**src/rtl/build_length_16bit.sv**
```systemverilog
// rtl/build_length_16bit.sv - builds a 16-bit one-hot/mask vector top-down from a 4-bit index
module build_length_16bit (
   input  logic       clk_i,
   input  logic       rst_i,
   input  logic       start_i,
   input  logic [3:0] len_i,
   input  logic       mode_i,
   input  logic       abort_i,
   output logic       data_o [0:15],
   output logic       ready_o,
   output logic       busy_o,
   output logic       done_o
);

   typedef enum logic [1:0] {
      IDLE  = 2'd0,
      BUILD = 2'd1,
      DONE  = 2'd2
   } state_t;

   state_t      state_q, state_d;
   logic [3:0]  cnt_q, cnt_d;
   logic [15:0] work_q, work_d;
   logic [15:0] data_q, data_d;
   logic [3:0]  len_q, len_d;
   logic        mode_q, mode_d;

   // Bit value for the current index and the work word with that bit applied;
   // the completing edge publishes this word so bit 0 is included.
   logic        bit_val;
   logic [15:0] work_wr;

   // Compute the bit for the index under the down-counter and merge it into the work word.
   always_comb begin
      bit_val = (cnt_q == len_q) | (mode_q & (cnt_q < len_q));
      work_wr = work_q;
      work_wr[cnt_q] = bit_val;
   end

   // Next-state logic: accept in IDLE, one bit per edge in BUILD, one-cycle DONE.
   always_comb begin
      state_d = state_q;
      cnt_d   = cnt_q;
      work_d  = work_q;
      data_d  = data_q;
      len_d   = len_q;
      mode_d  = mode_q;
      case (state_q)
         IDLE: begin
            if (start_i) begin
               len_d   = len_i;
               mode_d  = mode_i;
               work_d  = 16'h0000;
               cnt_d   = 4'hF;
               state_d = BUILD;
            end
         end
         BUILD: begin
            // Abort wins over completion, so a late abort never publishes.
            if (abort_i) begin
               state_d = IDLE;
            end else begin
               work_d = work_wr;
               if (cnt_q == 4'd0) begin
                  data_d  = work_wr;
                  state_d = DONE;
               end else begin
                  cnt_d = cnt_q - 4'd1;
               end
            end
         end
         DONE: begin
            state_d = IDLE;
         end
         default: begin
            state_d = IDLE;
         end
      endcase
   end

   // State register with asynchronous active-high reset clearing everything.
   always_ff @(posedge clk_i or posedge rst_i) begin
      if (rst_i) begin
         state_q <= IDLE;
         cnt_q   <= 4'd0;
         work_q  <= 16'h0000;
         data_q  <= 16'h0000;
         len_q   <= 4'd0;
         mode_q  <= 1'b0;
      end else begin
         state_q <= state_d;
         cnt_q   <= cnt_d;
         work_q  <= work_d;
         data_q  <= data_d;
         len_q   <= len_d;
         mode_q  <= mode_d;
      end
   end

   // Status outputs are gated by reset so they read low while reset is held.
   always_comb begin
      ready_o = (state_q == IDLE)  & ~rst_i;
      busy_o  = (state_q == BUILD) & ~rst_i;
      done_o  = (state_q == DONE)  & ~rst_i;
   end

   // Present the published word as an unpacked vector, index 15 at the top.
   always_comb begin
      for (int i = 0; i < 16; i++) begin
         data_o[i] = data_q[i];
      end
   end

endmodule
```
**config.mk**
```make
export PLATFORM = sky130hd
export DESIGN_NAME = build_length_16bit
export DESIGN_NICKNAME = d
export VERILOG_FILES = /design/src/rtl/build_length_16bit.sv
export SDC_FILE = /design/constraint.sdc
export NUM_CORES = 1
export LEC_CHECK = 0
export ABC_CLOCK_PERIOD_IN_PS = 2600
export CORE_ASPECT_RATIO = 0.75
export CORE_MARGIN = 4
export CORE_UTILIZATION = 55
export CTS_BUF_LIST = sky130_fd_sc_hd__clkbuf_2
export DETAILED_ROUTE_END_ITERATION = 6
export PLACE_DENSITY = 0.8
export REMOVE_ABC_BUFFERS = 1
export SLEW_MARGIN = 0
export SYNTH_ARGS = -nofsm -noshare
export SYNTH_HDL_FRONTEND = slang
export SYNTH_SLANG_ARGS = --single-unit
export TNS_END_PERCENT = 20
```
**constraint.sdc**
```tcl
create_clock -name clk_i -period 2.6 [get_ports clk_i]
set_input_delay 0.52 -clock clk_i [delete_from_list [all_inputs] [get_ports clk_i]]
set_output_delay 0.52 -clock clk_i [all_outputs]
set_load 0.02 [all_outputs]
```
After elaboration in Yosys (flattened, before gate mapping)
Cells that the tools add are included.
{"block": "op_classes", "addsub": 1, "n_mul": 0, "n_div": 0, "magnitude_cmp": 3, "eq_ne": 7, "n_shift": 0, "muxes": 14, "bitwise_logic": 7, "reduce_logical": 9}
{"operator": "$mux W16", "count": 2}
{"operator": "$pmux W16 S2", "count": 1}
{"operator": "$bwmux W16", "count": 1}
{"operator": "$mux W4", "count": 3}
{"operator": "$pmux W4 S2", "count": 1}
{"operator": "$mux W2", "count": 3}
{"operator": "$ne A2 B2 Y1 const B", "count": 3}
{"operator": "$reduce_and A3 Y1", "count": 2}
{"operator": "$lt A4 B5 Y1 const B", "count": 1}
{"operator": "$and A1 B1 Y1", "count": 4}
{"operator": "$demux W1 S4", "count": 1}
{"operator": "$eq A4 B4 Y1", "count": 1}
{"operator": "$ge A4 B1 Y1 const B", "count": 1}
{"operator": "$logic_not A4 Y1", "count": 1}
{"operator": "$lt A4 B4 Y1", "count": 1}
{"operator": "$pmux W2 S2", "count": 1}
{"operator": "$reduce_and A2 Y1", "count": 2}
{"operator": "$reduce_and A4 Y1", "count": 1}
{"operator": "$sub A4 B1 Y4 const B", "count": 1}
{"operator": "$ne A3 B3 Y1 const B", "count": 1}
{"operator": "$eq A2 B1 Y1 const B", "count": 1}
{"operator": "$eq A2 B2 Y1 const B", "count": 1}
{"operator": "$logic_not A2 Y1", "count": 1}
{"operator": "$not A1 Y1", "count": 2}
{"operator": "4 further kinds", "count": 4}
{"block": "totals", "regBits": 43, "latch_bits": 0, "ramBits": 0, "mem_bits_ro": 0, "wordCells": 47, "mem_count": 0}

Logic depth before layout (Yosys ltp)
{"block": "depth", "word_depth": 7, "depth_mapped": 7, "mapped_depth_nobuf": 6}

Worst setup path after synthesis
No wires, ideal clock.
{"block": "synth_path", "path_kind": "input to output", "start": "input rst_i", "end": "output busy_o", "arrival_time_ns": 1.770, "t_required_ns": 2.080, "setup_slack_ns": 0.310, "stages": 2, "n_path_buf": 0, "path_cell_list": "inv_1 and2_1"}
{"block": "synth_via", "elab_chain_len": 2}
{"item": "start: declaration", "line": "4", "text": "input logic rst_i,"}
{"item": "$not A1 Y1", "line": "103", "text": "busy_o = (state_q == BUILD) & ~rst_i;"}
{"item": "$and A1 B1 Y1", "line": "103"}
{"item": "end: declaration", "line": "11", "text": "output logic busy_o,"}
No other way between the ends.

Worst setup path in the final report
{"block": "layout_path", "start": "register state_q[1]", "end": "output busy_o"}
{"block": "layout_via", "elab_chain_len": 2}
{"item": "start: declaration", "line": "21", "text": "state_t state_q, state_d;"}
{"item": "start signal: assignment", "line": "91", "text": "state_q <= state_d;"}
{"item": "$eq A2 B1 Y1", "line": "103"}
{"item": "$and A1 B1 Y1", "line": "103"}
No other way between the ends.

==> results.ini <==
[yosys]
mappedNetlistArea_um2 = 2110
synthArstFlopShare = 1.00
synth-edff-count = 0
ys.warnings.count = 0
ys_ff_latch = 42
ys_top_cells_by_count = dfrtp_1 (42), nand2_1 (42), o21ai_0 (35)
ys.flop_type = dfrtp_1
syn_area_per_cell_um2 = 9.30
synth_cell_type_count = 34
synthCells = 227
yosysSeqAreaShare = 0.498
synth.top_cell.area_share = 0.498
yosysTopAreaCell = dfrtp_1
ys_top_cells_by_area = dfrtp_1 (50%), o21ai_0 (8.3%), nand2_1 (7.5%)

[power_and_ir_drop]
p_clk_frac = 0.303
internal_power_w = 0.00110
p_seq_frac = 0.454
power_leakage_nw = 1.08
pwr_density_cell_nw_per_um2 = 637
p_sw_frac = 0.317
total_switching_power_w = 0.000511
pwr-share-comb = 0.243
max-vdd-ir-drop_mv = 0.425
totalPowerFinal_w = 0.00161

[drt]
drt-vias-per-instance = 5.39
drc = 0
routed.top_layer = met4
drt-met1-wl_mm = 2.21
routedWlPerCell_um = 14.2
drt_wl_total_mm = 4.36
dr_wl_met2_mm = 1.89
firstDrtPassIters = 4
vias = 1649
drtIter0Drc = 122
ant_nets = 0
wl_met3_um = 205

[layout]
syn_to_final_growth_pct = 19.7
diodes = 0
multiInputGateArea_um2 = 935
instances_no_fill = 306
drive_gt1_frac = 0.102
fin_nets = 271
fill_cells = 303
utilization = 0.686
seqCellArea_um2 = 1050

[setup_path]
cp_slowest_stage_delay_ns = 0.59
cpMaxStageDelayCell = clkdlybuf4s50_1
arrival_ns = 1.90
crit_chain = nor2b_2 -> and2_1 -> clkdlybuf4s50_1
required_ns = 2.08
setup.worst_path.end_class = output port
cp_max_fo = 9
path_class = reg -> out
start_kind = flip-flop

[global_routing]
grt_pass1_wl_mm = 7.34
track_usage = 0.197
grt_overflow = 0
grt_antenna_before_repair = 0
grt_pass1_vias = 1548
grt_max_degree = 43

[clock_tree]
cts_buffers = 5
clk_latency_ns = 0.43
clockBufferDepth = 2
tritoncts = yes
cts_root_buffer = clkbuf_2
cts_hold_buf = 0
post-cts-setup-buffers = 0
clkTransAtPathRegs_ns = 0.24
numClockSinks = 42
htree_levels = 2

[sta]
setup_violations = 0
fin_crit_ns = 2.42
slew_viol_final = 0
tightest_slew_ns = 0.733
max_clock_freq_mhz = 413
fin_crit_sh = 0.932
fin_tns_setup_ns = 0
rsz0062_at_grt = false
relSlewSlack = 0.511
final.setup_skew_ns = 0.0257
hold_violations = 0

[floorplanning]
core_region_area_um2 = 3680
die-area_um2 = 4900
chipWidth_um = 79.5
die_h_um = 61.7
initial_core_util = 0.573
rows = 19
ioPinCount = 28

[job]
max_cap_viol_count = 0

[hold_path]
worst_hold_path_type = reg -> reg

[placement]
gp_congestion = 0.894
place_hpwl_mm = 2.94
place_inst = 298
portBuffers = 27

[outcome]
status = complete, no violations

==> metal layers <==
metal / up-vias / track usage
met4: 0 / 0.0588
met3: 6 / 0.0453
met5: - / 0
met2: 45 / 0.301
met1: 770 / 0.282
li1: 828 / -
==> cell usage in the layout (no fill, tap or decap), drive strengths merged, types with 2 or more instances in the layout <==
| master | netlist | final |
|---|---|---|
| nand3 | 6 | 6 |
| nor3 | 2 | 2 |
| bufinv | 0 | 2 |
| xor2 | 2 | 2 |
| nor2b | 4 | 4 |
| dfrtp | 42 | 42 |
| mux2i | 3 | 3 |
| buf | 3 | 9 |
| a21oi | 18 | 18 |
| nor3b | 3 | 3 |
| or3b | 2 | 2 |
| ha | 9 | 9 |
| a21boi | 3 | 3 |
| o31ai | 3 | 3 |
| mux2 | 2 | 2 |
| clkdlybuf4s50 | 0 | 27 |
| inv | 12 | 12 |
| nor2 | 2 | 2 |
| o22ai | 4 | 4 |
| o21ai | 41 | 41 |
| clkbuf | 14 | 5 |
| nand2 | 42 | 42 |
==> repair_timing <==
item,CTS,global route
setup endpoints to repair,0,1
resized for setup,0,1
endpoints found under the hold margin,0,0
==> power groups by stage <==
stage | registers, W | logic [W] | clock network, W
after global routing | 0.000737 | 0.000437 | 0.000514
final | 0.000731 | 0.000391 | 0.000489
after CTS | 0.000731 | 0.000388 | 0.000491
after detailed placement | 0.000743 | 0.000384 | 0
after floorplan | 0.000737 | 0.000270 | 0
after global placement | 0.000741 | 0.000377 | 0
==> sequential cells by signal, summed over array words and instances, names as in the netlist <==
name / cells
work_q: 15
cnt_q: 4
data_q: 16
state_q: 2
mode_q: 1
len_q: 4
==> kinds of logic after synthesis <==
family                     count (synthesis)  synth area share
AOI/OAI and AO/OA                         74             0.203
xor gates and xnor gates                   2           0.00830
adders and majority gates                  9            0.0534
buffers and inverters                     29            0.0605
DFF                                       42             0.498
muxes                                      5            0.0249
and+or+nand+nor                           66             0.152
==> cell type report <==
cell class                 instances  area share
multi-input combinational        156       0.370
inverter                          12      0.0178
clock buffer                       5     0.00990
timing repair buffer              36       0.134
tap                               52      0.0257
clock inverter                     3      0.0272
sequential                        42       0.416
==> worst paths after layout <==
path                       startpoint          to  slack, ns  cells past startpoint
hold reg to reg            data_q[12]  data_q[12]       0.51                      2
hold / removal             data_q[12]  data_q[12]       0.51                      2
min in group asynchronous       rst_i    len_q[1]       0.55                      3
max in group asynchronous       rst_i  state_q[1]       1.67                      3
setup / recovery           state_q[1]      busy_o       0.18                      3
setup reg to reg             cnt_q[0]    cnt_q[1]       0.43                      6
==> worst max-delay path, delay by kind of cell, from the launching register on <==
family                 cells  cell delay [ns]
buffers and inverters      1             0.59
AND/OR/NAND/NOR            2             0.37
flip-flops                 1             0.53
==> stage by stage <==
stage | setup slack, ns | hold WS (ns) | area [um^2]
floorplan | 0.310 | 0.470 | 2030
global placement | 0.315 | 0.460 | 2430
global route | 0.0380 | 0.541 | 2530
finish | 0.176 | 0.508 | 2530
detailed placement | 0.253 | 0.469 | 2430
CTS | 0.0821 | 0.514 | 2520
No activity file was read; power rests on OpenSTA's default activity.
